===== config.mk =====
export PLATFORM = sky130hd
export DESIGN_NAME = anton_neopixel_rx
export DESIGN_NICKNAME = d
export VERILOG_FILES = /design/src/rtl/anton_neopixel_rx.sv
export SDC_FILE = /design/constraint.sdc
export NUM_CORES = 2
export LEC_CHECK = 0
export BUFFER_PORTS_ARGS = -buffer_cell sky130_fd_sc_hd__buf_2
export CAP_MARGIN = 10
export CORE_ASPECT_RATIO = 2
export CORE_UTILIZATION = 30
export CTS_CLUSTER_SIZE = 8
export DETAILED_ROUTE_END_ITERATION = 8
export PLACE_DENSITY_LB_ADDON = 0.12
export SLEW_MARGIN = 20
export SYNTH_ARGS = -nofsm -noshare
export SYNTH_HDL_FRONTEND = slang
export SYNTH_SLANG_ARGS = --single-unit

===== constraint.sdc =====
create_clock -name clk7mhz -period 11.2 [get_ports clk7mhz]
set_clock_uncertainty 0.1 [all_clocks]
set_input_delay 0.56 -clock clk7mhz [delete_from_list [all_inputs] [get_ports clk7mhz]]
set_output_delay 0.56 -clock clk7mhz [all_outputs]
set_load 0.01 [all_outputs]

===== src/rtl/anton_neopixel_rx.sv =====
// WS2812 line receiver: decodes high-pulse widths into bits, packs bytes
// MSB-first into a local buffer and closes the frame on a long low gap.
// The buffer and the status registers share one 14-bit byte bus.

`ifndef BUFFER_END_DEFAULT
`define BUFFER_END_DEFAULT 255
`endif
`ifndef RESET_DELAY_DEFAULT
`define RESET_DELAY_DEFAULT 385
`endif

module anton_neopixel_rx #(
    parameter int BUFFER_END  = `BUFFER_END_DEFAULT,
    parameter int RESET_DELAY = `RESET_DELAY_DEFAULT,
    parameter int ONE_THRESH  = 4,
    parameter int HIGH_MAX    = 7
) (
    input  logic        clk7mhz,
    input  logic        resetn,
    input  logic        neoDataIn,
    output logic        rxState,
    output logic        frameDone,
    input  logic [13:0] busAddr,
    input  logic [7:0]  busDataIn,
    input  logic        busWrite,
    input  logic        busRead,
    output logic [7:0]  busDataOut
);

    localparam int          BUF_AW    = (BUFFER_END > 0) ? $clog2(BUFFER_END + 1) : 1;
    localparam logic [12:0] BUF_LAST  = 13'(BUFFER_END);
    localparam logic [15:0] GAP_TICKS = 16'(RESET_DELAY);
    localparam logic [3:0]  ONE_TICKS = 4'(ONE_THRESH);
    localparam logic [3:0]  HI_LIMIT  = 4'(HIGH_MAX);

    typedef enum logic [1:0] {S_WAIT_GAP, S_IDLE, S_HIGH, S_LOW} state_t;

    state_t      state, state_n;
    logic        line_p0, line_p1, line_p2;
    logic        rise, fall;
    logic [15:0] lo_cnt;
    logic [3:0]  hi_cnt;
    logic [2:0]  bit_cnt;
    logic [12:0] idx;
    logic [12:0] count;
    logic [7:0]  shift_reg;
    logic [7:0]  buf_mem [0:BUFFER_END];
    logic        enable, frame_valid, overflow, error, partial;
    logic        start_frame, take_bit, bit_val, pulse_err, close_frame;
    logic        lo_load, lo_inc, lo_zero, hi_load, hi_inc;
    logic        byte_done, wr_en, clear_now, ctrl_wr;
    logic [7:0]  rd_data;
    logic        unused_bus;

    assign rise       = line_p1 & ~line_p2;
    assign fall       = ~line_p1 & line_p2;
    assign ctrl_wr    = busWrite && busAddr[13] && (busAddr[1:0] == 2'd2);
    assign clear_now  = ctrl_wr && busDataIn[1];
    assign byte_done  = take_bit && (bit_cnt == 3'd7);
    assign wr_en      = byte_done && (idx <= BUF_LAST);
    assign unused_bus = ^busDataIn[7:2];

    // Two-flop synchroniser plus a delayed copy for edge detection
    always_ff @(posedge clk7mhz or negedge resetn) begin
        if (!resetn) begin
            line_p0 <= 1'b0;
            line_p1 <= 1'b0;
            line_p2 <= 1'b0;
        end else begin
            line_p0 <= neoDataIn;
            line_p1 <= line_p0;
            line_p2 <= line_p1;
        end
    end

    // State register; rxState follows whether the next state is inside a frame
    always_ff @(posedge clk7mhz or negedge resetn) begin
        if (!resetn) begin
            state   <= S_WAIT_GAP;
            rxState <= 1'b0;
        end else begin
            state   <= state_n;
            rxState <= (state_n == S_HIGH) || (state_n == S_LOW);
        end
    end

    // Next-state decode and per-cycle strobes for the counters and byte packer
    always_comb begin
        state_n     = state;
        start_frame = 1'b0;
        take_bit    = 1'b0;
        bit_val     = 1'b0;
        pulse_err   = 1'b0;
        close_frame = 1'b0;
        lo_load     = 1'b0;
        lo_inc      = 1'b0;
        lo_zero     = 1'b0;
        hi_load     = 1'b0;
        hi_inc      = 1'b0;
        if (!enable || clear_now) begin
            state_n = S_WAIT_GAP;
            lo_zero = 1'b1;
        end else begin
            case (state)
                S_WAIT_GAP: begin
                    if (line_p1) begin
                        lo_zero = 1'b1;
                    end else if (lo_cnt + 16'd1 == GAP_TICKS) begin
                        state_n = S_IDLE;
                    end else begin
                        lo_inc = 1'b1;
                    end
                end
                S_IDLE: begin
                    if (rise) begin
                        state_n     = S_HIGH;
                        start_frame = 1'b1;
                        hi_load     = 1'b1;
                    end
                end
                S_HIGH: begin
                    if (fall) begin
                        take_bit = 1'b1;
                        bit_val  = (hi_cnt >= ONE_TICKS);
                        lo_load  = 1'b1;
                        state_n  = S_LOW;
                    end else if (hi_cnt >= HI_LIMIT) begin
                        // Pulse too long to be WS2812 data: resync on the next gap
                        pulse_err = 1'b1;
                        lo_zero   = 1'b1;
                        state_n   = S_WAIT_GAP;
                    end else begin
                        hi_inc = 1'b1;
                    end
                end
                S_LOW: begin
                    if (rise) begin
                        state_n = S_HIGH;
                        hi_load = 1'b1;
                    end else if (lo_cnt == GAP_TICKS) begin
                        close_frame = 1'b1;
                        state_n     = S_IDLE;
                    end else begin
                        lo_inc = 1'b1;
                    end
                end
                default: state_n = S_WAIT_GAP;
            endcase
        end
    end

    // Pulse-width counters, bit/byte position, latched count and sticky flags
    always_ff @(posedge clk7mhz or negedge resetn) begin
        if (!resetn) begin
            lo_cnt      <= '0;
            hi_cnt      <= '0;
            bit_cnt     <= '0;
            idx         <= '0;
            count       <= '0;
            frame_valid <= 1'b0;
            overflow    <= 1'b0;
            error       <= 1'b0;
            partial     <= 1'b0;
            frameDone   <= 1'b0;
        end else begin
            frameDone <= 1'b0;
            if (lo_zero)      lo_cnt <= '0;
            else if (lo_load) lo_cnt <= 16'd1;
            else if (lo_inc)  lo_cnt <= lo_cnt + 16'd1;
            if (hi_load)      hi_cnt <= 4'd1;
            else if (hi_inc)  hi_cnt <= hi_cnt + 4'd1;
            if (start_frame) begin
                idx     <= '0;
                bit_cnt <= '0;
            end else if (take_bit) begin
                bit_cnt <= bit_cnt + 3'd1;
                // Index stops one past the last slot so count saturates there
                if (byte_done && (idx <= BUF_LAST)) idx <= idx + 13'd1;
            end
            if (clear_now) begin
                count       <= '0;
                frame_valid <= 1'b0;
                overflow    <= 1'b0;
                error       <= 1'b0;
                partial     <= 1'b0;
            end else begin
                if (close_frame) begin
                    count       <= idx;
                    frame_valid <= 1'b1;
                    frameDone   <= 1'b1;
                    if (bit_cnt != 3'd0) partial <= 1'b1;
                end
                if (pulse_err) error <= 1'b1;
                if (byte_done && (idx > BUF_LAST)) overflow <= 1'b1;
            end
        end
    end

    // Bit shifter; contents only matter once eight bits have arrived
    always_ff @(posedge clk7mhz) begin
        if (take_bit) shift_reg <= {shift_reg[6:0], bit_val};
    end

    // Byte buffer write on the eighth bit of each byte
    always_ff @(posedge clk7mhz) begin
        if (wr_en) buf_mem[idx[BUF_AW-1:0]] <= {shift_reg[6:0], bit_val};
    end

    // Read multiplexer for buffer and register space
    always_comb begin
        rd_data = '0;
        if (busAddr[13]) begin
            case (busAddr[1:0])
                2'd0:    rd_data = count[7:0];
                2'd1:    rd_data = {3'b000, count[12:8]};
                2'd2:    rd_data = {2'b00, partial, error, overflow, frame_valid, 1'b0, enable};
                default: rd_data = {7'b0000000, rxState};
            endcase
        end else if (busAddr[12:0] <= BUF_LAST) begin
            rd_data = buf_mem[busAddr[BUF_AW-1:0]];
        end
    end

    // Bus side: enable bit write and registered read data
    always_ff @(posedge clk7mhz or negedge resetn) begin
        if (!resetn) begin
            enable     <= 1'b0;
            busDataOut <= '0;
        end else begin
            if (ctrl_wr) enable <= busDataIn[0];
            if (busRead) busDataOut <= rd_data;
        end
    end

endmodule


# Yosys cells after proc, flatten, opt, wreduce, memory -nomap -nowiden

Memories as Yosys holds them, arrays and structs flattened.
Index checks and enable logic that the tools add are counted.

Reduce and logical (&&, ||, !) cells: 23
Mux-type cells: 69
Add/subtract/negate cells: 4
Bitwise operators: 4
Order comparisons: 5
Equal/unequal tests: 10

Operators by type and width:

| kind                                                                               | count |
|---|---|
| 13-bit 2-to-1 mux                                                                  | 5 |
| 16-bit 2-to-1 mux                                                                  | 3 |
| 1-bit 2-to-1 mux                                                                   | 43 |
| 16-bit by 9-bit equality test with 1-bit output (second input constant)            | 2 |
| 13-bit by 8-bit less-or-equal comparator with 1-bit output (second input constant) | 2 |
| 8-bit case mux with 3 select lines                                                 | 1 |
| 16-bit by 1-bit adder with 16-bit output (second input constant)                   | 1 |
| 2-bit 2-to-1 mux                                                                   | 8 |
| 8-bit 2-to-1 mux                                                                   | 2 |
| 2-bit nonzero test                                                                 | 7 |
| 13-bit by 1-bit adder with 13-bit output (second input constant)                   | 1 |
| 13-bit by 8-bit greater-than comparator with 1-bit output (second input constant)  | 1 |
| 2-bit equality test (second input constant)                                        | 5 |
| 4-bit by 3-bit >= comparator with 1-bit output (second input constant)             | 2 |
| 4-bit 2-to-1 mux                                                                   | 2 |
| 2-bit case mux with 4 select lines                                                 | 1 |
| 1-bit logical AND                                                                  | 6 |
| 3-bit 2-to-1 mux                                                                   | 2 |
| 3-bit nonzero test                                                                 | 2 |
| 4-bit by 1-bit adder with 4-bit output (second input constant)                     | 1 |
| 2-bit by 1-bit equality test with 1-bit output (second input constant)             | 2 |
| 2-bit logical NOT                                                                  | 2 |
| 1-bit case mux with 2 select lines                                                 | 2 |
| 2-bit AND reduction                                                                | 2 |
| 7 further kinds                                                                    | 10 |

Flip-flop bits (word level): 76
Logic and storage cells: 134
Output and inout port bits: 10
Memories kept: 1
Memory bits (writable): 2048
Bits of input ports: 27

Memories:

| memory  | depth | width | rd ports | clocked after Yosys merged registers in | wr ports | line | RTL |
|---|---|---|---|---|---|---|---|
| buf_mem | 256   | 8     | 1        | 0                                       | 1        | 47   | `logic [7:0] buf_mem [0:BUFFER_END];` |

# Logic depth before layout (Yosys ltp)

Depth in word-level cells: 10
Mapped depth: 14
Mapped depth without buffers: 9

# Worst setup path before layout

OpenSTA, ideal clock, no wires.

Path type: register to register
Start: reg state[0]
End: mem buf_mem[0][0] (data pin)
Arrival time: 7.102 ns
Setup slack: 2.590 ns
Cell stages (with the launch flop): 6
Path buffers: 0
Data required time: 9.693 ns
Period minus slack after synthesis: 8.610 ns
Path through: dfrtp_1 inv_1 ha_1 and3b_1 o211ai_1 nor2_1

Cells in the longest elaborated chain, start to end: 3

Ends and longest elaborated chain:

| element                  | line | RTL |
|---|---|---|
| start: declaration       | 38   | `state_t state, state_n;` |
| start signal: assignment | 82   | `state <= state_n;` |
| 2-bit equality test      | 104  | `case (state)` |
| 1-bit 2-to-1 mux         | 104  |  |
| 1-bit 2-to-1 mux         | 100  | `if (!enable \|\| clear_now) begin` |
| net bit_val              | 49   | `logic start_frame, take_bit, bit_val, pulse_err, close_frame;` |
| end: declaration         | 47   |  |

The timed path passes the listed nets, and every way through them passes these cells.

# Worst setup path after layout

Start: reg state[0]
End: mem buf_mem[170][0] (enable)

Cells in the longest elaborated chain, start to end: 7

Ends and longest elaborated chain:

| element                                | line | RTL |
|---|---|---|
| 2-bit equality test                    | 104  |  |
| 1-bit 2-to-1 mux                       | 104  |  |
| 1-bit 2-to-1 mux                       | 100  |  |
| 1-bit logical AND                      | 59   | `assign byte_done = take_bit && (bit_cnt == 3'd7);` |
| 1-bit logical AND                      | 60   | `assign wr_en = byte_done && (idx <= BUF_LAST);` |
| 1-bit 2-to-1 mux                       | 206  | `if (wr_en) buf_mem[idx[BUF_AW-1:0]] <= {shift_reg[6:0], bit_val};` |
| 1-bit 2-to-1 mux (implied by the code) | 206  |  |

No other way between the ends.

==> flow_summary.toml <==
[timing]
fin_crit_ns = 5.47
fmax_ghz = 0.183
worst_pin_slew_ns = 1.15
fin_setup_tns_ns = 0
finalCritPeriodShare_pct = 48.9
finalHoldViolCount = 0
finalSetupViolations = 0
drv_slew = 0
rsz0062_at_grt = "false"
relSlewSlack_pct = 23.4

[final_layout]
multi_input_area_um2 = 18700
nNetsFinal = 4305
layout_common_cells = "edfxtp_1 (2055), mux4_2 (541), nor2_1 (327), clkbuf_16 (313), nand2_1 (153)"
area_growth_pct = 15.3
final_common_cell = "edfxtp_1"
largest_register_ffs = 2048
layout-drive-gt1-share_pct = 24.8
nFillCells = 25763
final_cell_count_no_fill = 7898
register_area_um2 = 63400

[floorplan]
core_area_um2 = 276000
start_util_pct = 30.1
dieHeight_um = 747
dieArea_um2 = 280000
fp.dieW_um = 375
rows = 273
io_pins = 37

[grt]
grt_overflow = 0
grt_max_degree = 183
grt_pass1_vias = 44453
grtUsageTotal_pct = 19.7
grt_pass1_wl_mm = 380
antenna_found_initial = 16

[logic_synthesis]
yosysWarnings = 0
yosys.area.top_type = "edfxtp_1"
synth_ff_type = "edfxtp_1"
synth-edff-count = 2055
synth-seq-cells = 2124
netlist_area_um2 = 83300
syn-num-nets = 4074
ys_async_sr_fraction_pct = 3.25
avgSynthCellArea_um2 = 20.7
synth.top_cell.area_share_pct = 74.1
yosysSeqAreaShare_pct = 76.2
synth_cell_type_count = 70
netlist_top_cells_area = "edfxtp_1 (74%), mux4_2 (15%), dfrtp_1 (2.1%)"
synthCells = 4032

[setup_path]
worstReg2RegEnd = "buf_mem[170][0]$_DFFE_PP_"
worstSetupEndpointType = "flip-flop"
cp-start-kind = "flip-flop"
critical_path_class = "flip-flop to flip-flop"
r2r_setup_slack_ns = 5.73
rr_startpoint = "state[0]$_DFF_PN0_"
worst-r2r-cell-count = 9
path_max_fanout = 16
cp.required_ns = 11.55
cp.arrival_ns = 5.82

[hold_path]
hold_path_depth = 4
hp-start = "busDataIn[1]"
whs_endpoint = "error$_DFFE_PN0P_"
hold_path_class = "primary input to flip-flop"

[placed_design]
gp_congestion = 0.812
io_buffers = 30
dp.cells = 7526
hpwl_mm = 177

[detailed_routing]
routedWlPerCell_um = 35.2
drtIter0Drc = 3780
wl_mm = 278
vias_per_cell = 5.25
vias = 41444
route.detailed.drc = 0
dr.pass1.iters = 7
ant_nets = 0

[clock_network]
cts.root.buffer_cell = "clkbuf_16"
htreeDepth = 5
clock_path_buffers = 4
cts-resized-gates = 0
postCtsHoldBufs = 3
post_cts_buffers = 0
cts_buffers = 307
clk_latency_ns = 0.87
clkTransAtPathRegs_ns = 0.06
cts.sink_count = 2124
cts_tree = "yes"

[power_and_ir_drop]
ir_drop_mv = 0.0988
total_leakage_power_uw = 0.0221
powerDensity_nw_per_um2 = 181

[run]
cap_viol_max_count = 0

[status]
outcome = "finished clean"
critical path, cell delays in order (launching register included):
cell,delay (ns)
dfrtp_1,0.44
inv_1,0.13
ha_1,0.27
and3b_1,0.35
o211ai_1,0.13
buf_4,0.20
and4bb_2,0.54
nor3b_2,0.87
nand3_1,0.96
nor2_1,1.05
routing by layer:
metal / global-route usage (%) / share of wire, % / routed length, um
met3: 2.64 / 4.2 / 11600
met4: 7.89 / 4.2 / 11600
met2: 37.5 / 56 / 154000
met1: 21.8 / 36 / 100000
met5: 0 / 0.0094 / 26
kinds of logic (layout without fill, tap and decap cells):
| kind of cell | Yosys count | in the layout | share of synthesized area [%] |
|---|---|---|---|
| buf+inv | 251 | 538 | 1.56 |
| flops | 2124 | 2124 | 76.2 |
| compound gates | 304 | 304 | 2.51 |
| xor+xnor | 11 | 11 | 0.116 |
| other cells | 0 | 4 | 0 |
| simple gates | 701 | 701 | 3.76 |
| fa+ha+maj | 15 | 15 | 0.225 |
| mux | 626 | 626 | 15.7 |
power by group:
group / total [uW] / internal (uW) / leakage (uW) / switching (uW)
registers: 8600 / 8600 / 0.0127 / 6.59
logic: 463 / 135 / 0.00538 / 328
clock network: 8310 / 4950 / 0.00398 / 3360
final cells by class:
class | instances | share of cell area (%)
Antenna cell | 4 | 0.0104
Sequential cell | 2124 | 66.0
Timing Repair Buffer | 152 | 1.28
Multi-Input combinational cell | 1657 | 19.5
Clock buffer | 350 | 8.30
Clock inverter | 15 | 0.164
Inverter | 21 | 0.0847
Tap cell | 3575 | 4.66
worst max-delay path by stage:
stage	from	end	slack (ns)	cells past startpoint
CTS	state[0]$_DFF_PN0_	buf_mem[170][0]$_DFFE_PP_	5.75	9
global route	state[0]$_DFF_PN0_	buf_mem[168][0]$_DFFE_PP_	5.68	9
finish	state[0]$_DFF_PN0_	buf_mem[170][0]$_DFFE_PP_	5.73	9
global placement	busAddr[0]	buf_mem[170][4]$_DFFE_PP_	5.56	8
detailed placement	busAddr[0]	buf_mem[170][0]$_DFFE_PP_	5.59	8
floorplan	state[0]$_DFF_PN0_	buf_mem[0][0]$_DFFE_PP_	2.59	5
synth_stat cells, types with 11 or more instances:
library cell,instances
nor2_1,333
nor2b_1,19
nor3_1,27
inv_1,19
buf_1,16
a31oi_1,17
o221ai_1,11
buf_6,18
mux4_2,541
o22ai_1,24
edfxtp_1,2055
a22oi_1,57
buf_2,65
nand3_1,45
or4_1,16
nor4_1,14
mux2_2,12
buf_4,37
a221oi_1,14
mux2i_1,73
o21ai_0,42
a21oi_1,57
dfrtp_1,69
nand2_1,162
nand2b_1,18
clkbuf_1,93
nand4_1,15
ha_1,15
per-stage QoR:
step | util [%] | worst slack [ns] | power [uW] | hold slack (ns) | instance area [um2]
global placement | 31.8 | 5.56 | 9230 | 0.250 | 87900
global route | 34.8 | 5.68 | 17800 | 0.0639 | 96100
CTS | 34.8 | 5.75 | 17600 | 0.00774 | 96000
floorplan | - | 2.59 | 9010 | 0.164 | 83300
finish | 34.8 | 5.73 | 17400 | 0.0436 | 96100
detailed placement | 31.8 | 5.59 | 9230 | 0.243 | 87900
No activity file was read; power rests on OpenSTA's default activity.
